$ cat config.mk
export PLATFORM = sky130hd
export DESIGN_NAME = call_ret_ctrl
export DESIGN_NICKNAME = d
export VERILOG_FILES = /design/src/rtl/call_ret_ctrl.sv
export SDC_FILE = /design/constraint.sdc
export NUM_CORES = 1
export LEC_CHECK = 0
export CORE_MARGIN = 2
export CORE_UTILIZATION = 44
export DETAILED_ROUTE_END_ITERATION = 8
export HOLD_SLACK_MARGIN = 0.02
export PLACE_DENSITY = 0.84
export SLEW_MARGIN = 10
export SYNTH_ARGS = -nofsm -noshare
export SYNTH_HDL_FRONTEND = slang
export SYNTH_SLANG_ARGS = --single-unit
export TNS_END_PERCENT = 1
$ cat constraint.sdc
create_clock -name clk -period 3.6 [get_ports clk]
set_input_delay 0.54 -clock clk [delete_from_list [all_inputs] [get_ports clk]]
set_output_delay 0.54 -clock clk [all_outputs]
set_load 0.01 [all_outputs]
$ cat src/rtl/call_ret_ctrl.sv
`default_nettype none
// ============================================================================
// Module   : call_ret_ctrl
// Purpose  : CALL/RET sequencer. Sequences a push plus jump for CALL and a
//            pop plus PC/flag restore for RET, and tracks stack occupancy.
// Options  : CALL_RET_GUARD_EN - when defined, a CALL at full depth or a RET
//            at zero depth is refused and raises a sticky overflow/underflow.
//            When undefined, both always execute and depth saturates.
// Revision : 1.0 - initial release
// ============================================================================
module call_ret_ctrl (
    input  logic       clk,
    input  logic       rst,
    input  logic       call_req,
    input  logic       ret_req,
    input  logic [8:0] cur_pc,
    input  logic [3:0] cur_flags,
    input  logic [8:0] target_pc,
    input  logic [8:0] tos_pc,
    input  logic [3:0] tos_flags,
    output logic       push_en,
    output logic       pop_en,
    output logic [8:0] push_pc,
    output logic [3:0] push_flags,
    output logic       pc_load,
    output logic [8:0] next_pc,
    output logic       flags_load,
    output logic [3:0] restore_flags,
    output logic       busy,
    output logic [2:0] depth,
    output logic       overflow,
    output logic       underflow
);

    localparam logic [2:0] c_IDLE      = 3'd0;
    localparam logic [2:0] c_CALL_PUSH = 3'd1;
    localparam logic [2:0] c_CALL_JUMP = 3'd2;
    localparam logic [2:0] c_RET_POP   = 3'd3;
    localparam logic [2:0] c_RET_JUMP  = 3'd4;
    localparam logic [2:0] c_MAX_DEPTH = 3'd5;

    logic [2:0] r_state;
    logic [2:0] w_next_state;
    logic [8:0] r_target;
    logic [8:0] r_push_pc;
    logic [3:0] r_push_flags;
    logic [8:0] r_next_pc;
    logic [3:0] r_restore_flags;
    logic [2:0] r_depth;
    logic       w_call_blocked;
    logic       w_ret_blocked;
    logic       w_push_en;
    logic       w_pop_en;
    logic       w_pc_load;
    logic       w_flags_load;

`ifdef CALL_RET_GUARD_EN
    logic r_overflow;
    logic r_underflow;

    assign w_call_blocked = (r_depth == c_MAX_DEPTH);
    assign w_ret_blocked  = (r_depth == 3'd0);

    // Sticky error flags, raised during the single busy cycle of a refused op
    always_ff @(posedge clk) begin
        if (rst) begin
            r_overflow  <= 1'b0;
            r_underflow <= 1'b0;
        end else begin
            if (r_state == c_CALL_PUSH && w_call_blocked) r_overflow  <= 1'b1;
            if (r_state == c_RET_POP   && w_ret_blocked)  r_underflow <= 1'b1;
        end
    end

    assign overflow  = r_overflow;
    assign underflow = r_underflow;
`else
    assign w_call_blocked = 1'b0;
    assign w_ret_blocked  = 1'b0;
    assign overflow       = 1'b0;
    assign underflow      = 1'b0;
`endif

    // State register
    always_ff @(posedge clk) begin
        if (rst) r_state <= c_IDLE;
        else     r_state <= w_next_state;
    end

    // Next-state and strobe decode; CALL has priority over RET in IDLE
    always_comb begin
        w_next_state = r_state;
        w_push_en    = 1'b0;
        w_pop_en     = 1'b0;
        w_pc_load    = 1'b0;
        w_flags_load = 1'b0;
        case (r_state)
            c_IDLE: begin
                if (call_req)     w_next_state = c_CALL_PUSH;
                else if (ret_req) w_next_state = c_RET_POP;
            end
            c_CALL_PUSH: begin
                w_push_en    = ~w_call_blocked;
                w_next_state = w_call_blocked ? c_IDLE : c_CALL_JUMP;
            end
            c_CALL_JUMP: begin
                w_pc_load    = 1'b1;
                w_next_state = c_IDLE;
            end
            c_RET_POP: begin
                w_pop_en     = ~w_ret_blocked;
                w_next_state = w_ret_blocked ? c_IDLE : c_RET_JUMP;
            end
            c_RET_JUMP: begin
                w_pc_load    = 1'b1;
                w_flags_load = 1'b1;
                w_next_state = c_IDLE;
            end
            default: w_next_state = c_IDLE;
        endcase
    end

    // Datapath: capture CALL operands, latch TOS before the pop lands, track depth
    always_ff @(posedge clk) begin
        if (rst) begin
            r_target        <= 9'd0;
            r_push_pc       <= 9'd0;
            r_push_flags    <= 4'd0;
            r_next_pc       <= 9'd0;
            r_restore_flags <= 4'd0;
            r_depth         <= 3'd0;
        end else begin
            case (r_state)
                c_IDLE: begin
                    if (call_req) begin
                        r_push_pc    <= cur_pc;
                        r_push_flags <= cur_flags;
                        r_target     <= target_pc;
                    end
                end
                c_CALL_PUSH: begin
                    if (!w_call_blocked) begin
                        r_next_pc <= r_target;
                        if (r_depth != c_MAX_DEPTH) r_depth <= r_depth + 3'd1;
                    end
                end
                c_RET_POP: begin
                    if (!w_ret_blocked) begin
                        r_next_pc       <= tos_pc;
                        r_restore_flags <= tos_flags;
                        if (r_depth != 3'd0) r_depth <= r_depth - 3'd1;
                    end
                end
                default: ;
            endcase
        end
    end

    assign push_en       = w_push_en;
    assign pop_en        = w_pop_en;
    assign pc_load       = w_pc_load;
    assign flags_load    = w_flags_load;
    assign push_pc       = r_push_pc;
    assign push_flags    = r_push_flags;
    assign next_pc       = r_next_pc;
    assign restore_flags = r_restore_flags;
    assign depth         = r_depth;
    assign busy          = (r_state != c_IDLE);

endmodule
`default_nettype wire

=== Word level (Yosys, flattened, before mapping) ===
Cells that the tools add are included.

* Register bits: 41
* Bits of input ports: 39
* Output and inout bits: 36
* Word-level logic and storage cells: 35

* Add/sub/neg operators: 2
* Equality and inequality tests: 8
* Mux-type cells: 11
* Reduce and logical (&&, ||, !) cells: 7

{| class="wikitable"
|+ Operators by type and width
! cell !! count
|-
| $pmux 9 s2 || 1
|-
| $mux 3 || 4
|-
| $pmux 3 s3 || 1
|-
| $eq 3x2->1 const B || 2
|-
| $ne 3x3->1 const B || 2
|-
| $pmux 3 s2 || 1
|-
| $reduce_bool 3->1 || 2
|-
| $mux 1 || 4
|-
| $ne 2x2->1 const B || 2
|-
| $add 3x1->3 const B || 1
|-
| $eq 3x1->1 const B || 1
|-
| $eq 3x3->1 const B || 1
|-
| $logic_not 3->1 || 1
|-
| $reduce_and 3->1 || 1
|-
| $sub 3x1->3 const B || 1
|-
| $reduce_and 2->1 || 1
|-
| $reduce_bool 2->1 || 1
|-
| $reduce_or 2->1 || 1
|}

=== Logic depth before layout (Yosys ltp) ===
* Word-level depth: 3
* Depth in mapped cells: 9
* Depth with buffers taken out: 8

=== Worst setup path before layout ===
OpenSTA, ideal clock, no wires.

* Kind: reg-to-reg
* Start point: register r_state[0]
* End point: register r_depth[2] (netlist: depth[2])
* Setup time: 70 ps
* Arrival: 1961 ps
* Required time: 3530 ps
* Slack: 1569 ps
* Stages on the path, launching flop included: 10
* Path buffers: 1
* Period minus slack after synthesis: 2031 ps
* Cell sequence: dfxtp_1 > nor2b_1 > clkbuf_1 > nand2_1 > xnor2_1 > ha_1 > nor3b_1 > a21oi_1 > or4_1 > a21oi_1

* Longest elaborated chain between the ends: 3
* Elaborated cells between the ends (all ways): 7
* Classes of those cells: 4 x eq/ne; 1 x mux; 2 x reduce/logical

{| class="wikitable"
|+ RTL lines
! item !! RTL line !! source
|-
| from (decl) || 42 || <nowiki>logic [2:0] r_state;</nowiki>
|-
| from (signal assigned) || 86 || <nowiki>if (rst) r_state <= c_IDLE;</nowiki>
|-
| from (signal assigned) || 87 || <nowiki>else r_state <= w_next_state;</nowiki>
|-
| $eq 3x2->1 or $eq 3x1->1 (tied branches) || 133 || <nowiki>case (r_state)</nowiki>
|-
| $ne 2x2->1 (no source line) or $reduce_bool 2->1 (tied branches) || - ||
|-
| $reduce_and 3->1 (no source line) || - ||
|-
| to (signal assigned) || 144 || <nowiki>if (r_depth != c_MAX_DEPTH) r_depth <= r_depth + 3'd1;</nowiki>
|-
| to (signal assigned) || 151 || <nowiki>if (r_depth != 3'd0) r_depth <= r_depth - 3'd1;</nowiki>
|-
| to (decl) || 49 || <nowiki>logic [2:0] r_depth;</nowiki>
|}

Parallel ways exist; a longest one is shown, timed or not.
A chain may end at the register's enable or synchronous reset.

=== Final worst setup path ===
* Start point: register r_state[1]
* End point: output port pop_en

* Longest elaborated chain between the ends: 2

{| class="wikitable"
|+ RTL lines
! item !! RTL line !! source
|-
| $eq 3x2->1 || 97 || <nowiki>case (r_state)</nowiki>
|-
| $mux 1 || 97 ||
|-
| to (decl) || 22 || <nowiki>output logic pop_en,</nowiki>
|}

No other way between the ends.

==> results.md <==
- CTS Sinks: between 40 and 50
- Final Util: ~68%
- Clock latency on the worst-skew pair: approximately 0.28 ns
- # placed instances: 304
- Clock skew: around 0.0048 ns
- Synth area leader: dfxtp_1
- Die W: around 65 um
- Run status: finished clean
- Post-Route WL: 3750 um
- Starting Density: a little under half
- Hold Crit Depth: 2
- Root Buffer: clkbuf_8
- Diodes inserted: 0
- Total Routing Usage GR: between 10% and 20%
- Largest stage delay on the critical path: between 0.9 and 1 ns
- DRT Pass-1 Iters: 4
- Met1 Wirelength: approximately 1700 um
- CP max-delay cell: dfxtp_1
- Minimum clock period: about 2.8 ns
- Pwr Density: 425 mW/mm2
- Synth top area share: approximately 50%
- Worst rel slew slack: between 20% and 30%
- Largest net degree at the start of global routing: 30
- Clock tree buffer depth: 2
- Global-route wire length before repair: roughly 6100 um
- Worst vdd ir: 0.266 mV
- Fin crit share: 77.5%
- Synth warnings: 0
- # port buffers: 72
- FF-to-FF End: depth[2]
- Startpoint types: flop
- Worst EP arrival: ~2.3 ns
- Final ANT Viol Nets: 0
- GP Congestion: 0.755
- Layout net count: between 300 and 400
- Total number of vias: 1,508
- Lkg Pwr: roughly 0.87 nW
- DR WL met2: ~1800 um
- Final hold vios: 0
- Vias in the first global route: approximately 1,400
- Met3 wire len: between 200 and 250 um
- Setup TNS: 0 ns
- Sequential fraction of the synthesis area: roughly 50%
- CTS tree: done
- Mean Syn Cell Area: roughly 8.3 um2
- DR DRC count: 0
- Worst R2R Start: r_state[1]
- Cell count after synthesis: between 150 and 200
- Top Metal Used: met4
- Slew @ Worst Pin: ~1.1 ns
- Total CTS buffers: 5
- Area growth from synthesis to layout: 49.2%
- Hold Crit Class: flop to flop
- Finish-stage setup viols: 0
- Post-detail-place hpwl: between 2000 and 3000 um
- WP data required: 3.06 ns
- Antenna violations before repair: 0
- Post-CTS setup buffer count: 0
- Layout cells sized above 1: approximately 4.2%
- Hold_buf cts: 0
- Ranking of synthesized cells by area: dfxtp_1 50%, nand2_1 11%, a21oi_1 9.2%
- Mapped cell area: 0.00164 mm2
- Max Slew Vio Count: 0
- CP Class: flop to output pin
- CP endpoint kind: output pin
- Number of cell rows: 22
- RSZ-0062 raised after global routing: no
- Worst-path clk slew: about 0.07 ns
- R2r setup slk: 0.92 ns
- Crit path cell chain: nand2_1 > inv_2 > clkdlybuf4s50_1
- Cells on worst reg2reg path: 7
- Final Non-Filler Cells: roughly 310
- Boundary Pins: 75
- Core area: ~0.0036 mm2
- Post-cts resize count: 0
- Grt ovf: 0
- Synthesized flop and latch total: 41
- Wire per inst: around 12 um
- Hold wc startpoint: push_pc[2]
- Max FO, Critical Path: 23
- Max Freq: 358 MHz
- Die area: 0.00422 mm2
- CTS H-tree lvls: 2
- Max cap viols: 0
- Cell variety after synth: 31
- DR vias/cell: around 4.8
- Hold Crit Endpoint: push_pc[2]
- DR iter-0 viols: 101
- Die Height: approximately 65 um
-- synth_stat cells, drive strengths merged --
cell / number
or4: 1
nor3: 2
a2bb2oi: 1
nor3b: 2
mux2i: 9
o21ai: 1
a211oi: 9
nor4: 1
nor4b: 1
xnor2: 2
dfxtp: 41
nand2: 50
nor4bb: 1
or3: 2
clkinv: 1
a21oi: 30
nor2b: 1
ha: 1
inv: 2
clkbuf: 6
conb: 1
nor2: 14
o31ai: 1
or2: 2
nand3: 4
buf: 10
nand2b: 1
-- area by class of cell --
type                    instances  area (um2)
clock buffers                   8        80.1
fillers                       313        1170
inverters                       3        11.3
multi-input cells             138         732
flip-flops and latches         41         821
well taps                      48        60.1
repair buffers                 74         736
-- worst max-delay path, delay by kind of cell, from the launching register on --
| kind | cells | cell delay (ns) |
|---|---|---|
| and+or+nand+nor | 1 | 0.39 |
| buffers and inverters | 2 | 0.63 |
| DFF | 1 | 0.94 |
-- sequential cells by signal, indices dropped and copies added (netlist names) --
name	cells
r_target	9
r_state	3
restore_flags	4
next_pc	9
push_pc	9
push_flags	4
depth	3
-- placed cells by master, fill, tap and decap left out, types with 3 or more instances in the layout --
| cell | Yosys | layout |
|---|---|---|
| a211oi_1 | 9 | 9 |
| nand2_1 | 50 | 50 |
| mux2i_1 | 9 | 9 |
| clkdlybuf4s50_1 | 0 | 72 |
| a21oi_1 | 30 | 30 |
| dfxtp_1 | 41 | 41 |
| nand3_1 | 4 | 4 |
| clkbuf_8 | 0 | 5 |
| nor2_1 | 13 | 13 |
| clkbuf_1 | 6 | 3 |
-- power by group --
part	switching, mW	internal, mW	total (mW)
logic	0.102	0.133	0.236
clock network	0.143	0.138	0.281
registers	0.0300	0.490	0.520
-- worst max-delay path by stage --
stage	startpoint	to	slack (ns)
6_report	r_state[1]	pop_en	0.81
3_5_place_dp	r_state[1]	depth[2]	0.95
4_1_cts	r_state[1]	pop_en	0.80
2_1_floorplan	r_state[0]	depth[2]	1.57
5_1_grt	r_state[1]	pop_en	0.63
3_3_place_gp	r_state[1]	depth[2]	1.06
-- metrics by stage --
stage | worst slack [ns] | instance area (um2) | power, mW | hold slack, ns
4_1_cts | 0.802 | 2440 | 1.05 | 0.457
6_report | 0.809 | 2440 | 1.04 | 0.456
3_5_place_dp | 0.954 | 2360 | 0.768 | 0.446
3_3_place_gp | 1.06 | 2360 | 0.765 | 0.441
5_1_grt | 0.634 | 2440 | 1.09 | 0.471
2_1_floorplan | 1.57 | 1640 | 0.647 | 0.436
-- metal layers --
layer | vias up | track usage [%]
met1 | 670 | 22.9
met4 | 0 | 8.24
met5 | - | 0
met2 | 43 | 30.0
li1 | 789 | -
met3 | 6 | 5.38
-- cell families after synthesis --
kind of cell,share of synthesized area (%)
and+or+nand+nor,22.2
AOI/OAI and AO/OA,14.6
DFF,50.2
buffers and inverters,5.43
muxes,5.51
xor gates and xnor gates,1.07
adders and majority gates,0.765
other,0.229
Power figures use the tool's default switching activity.
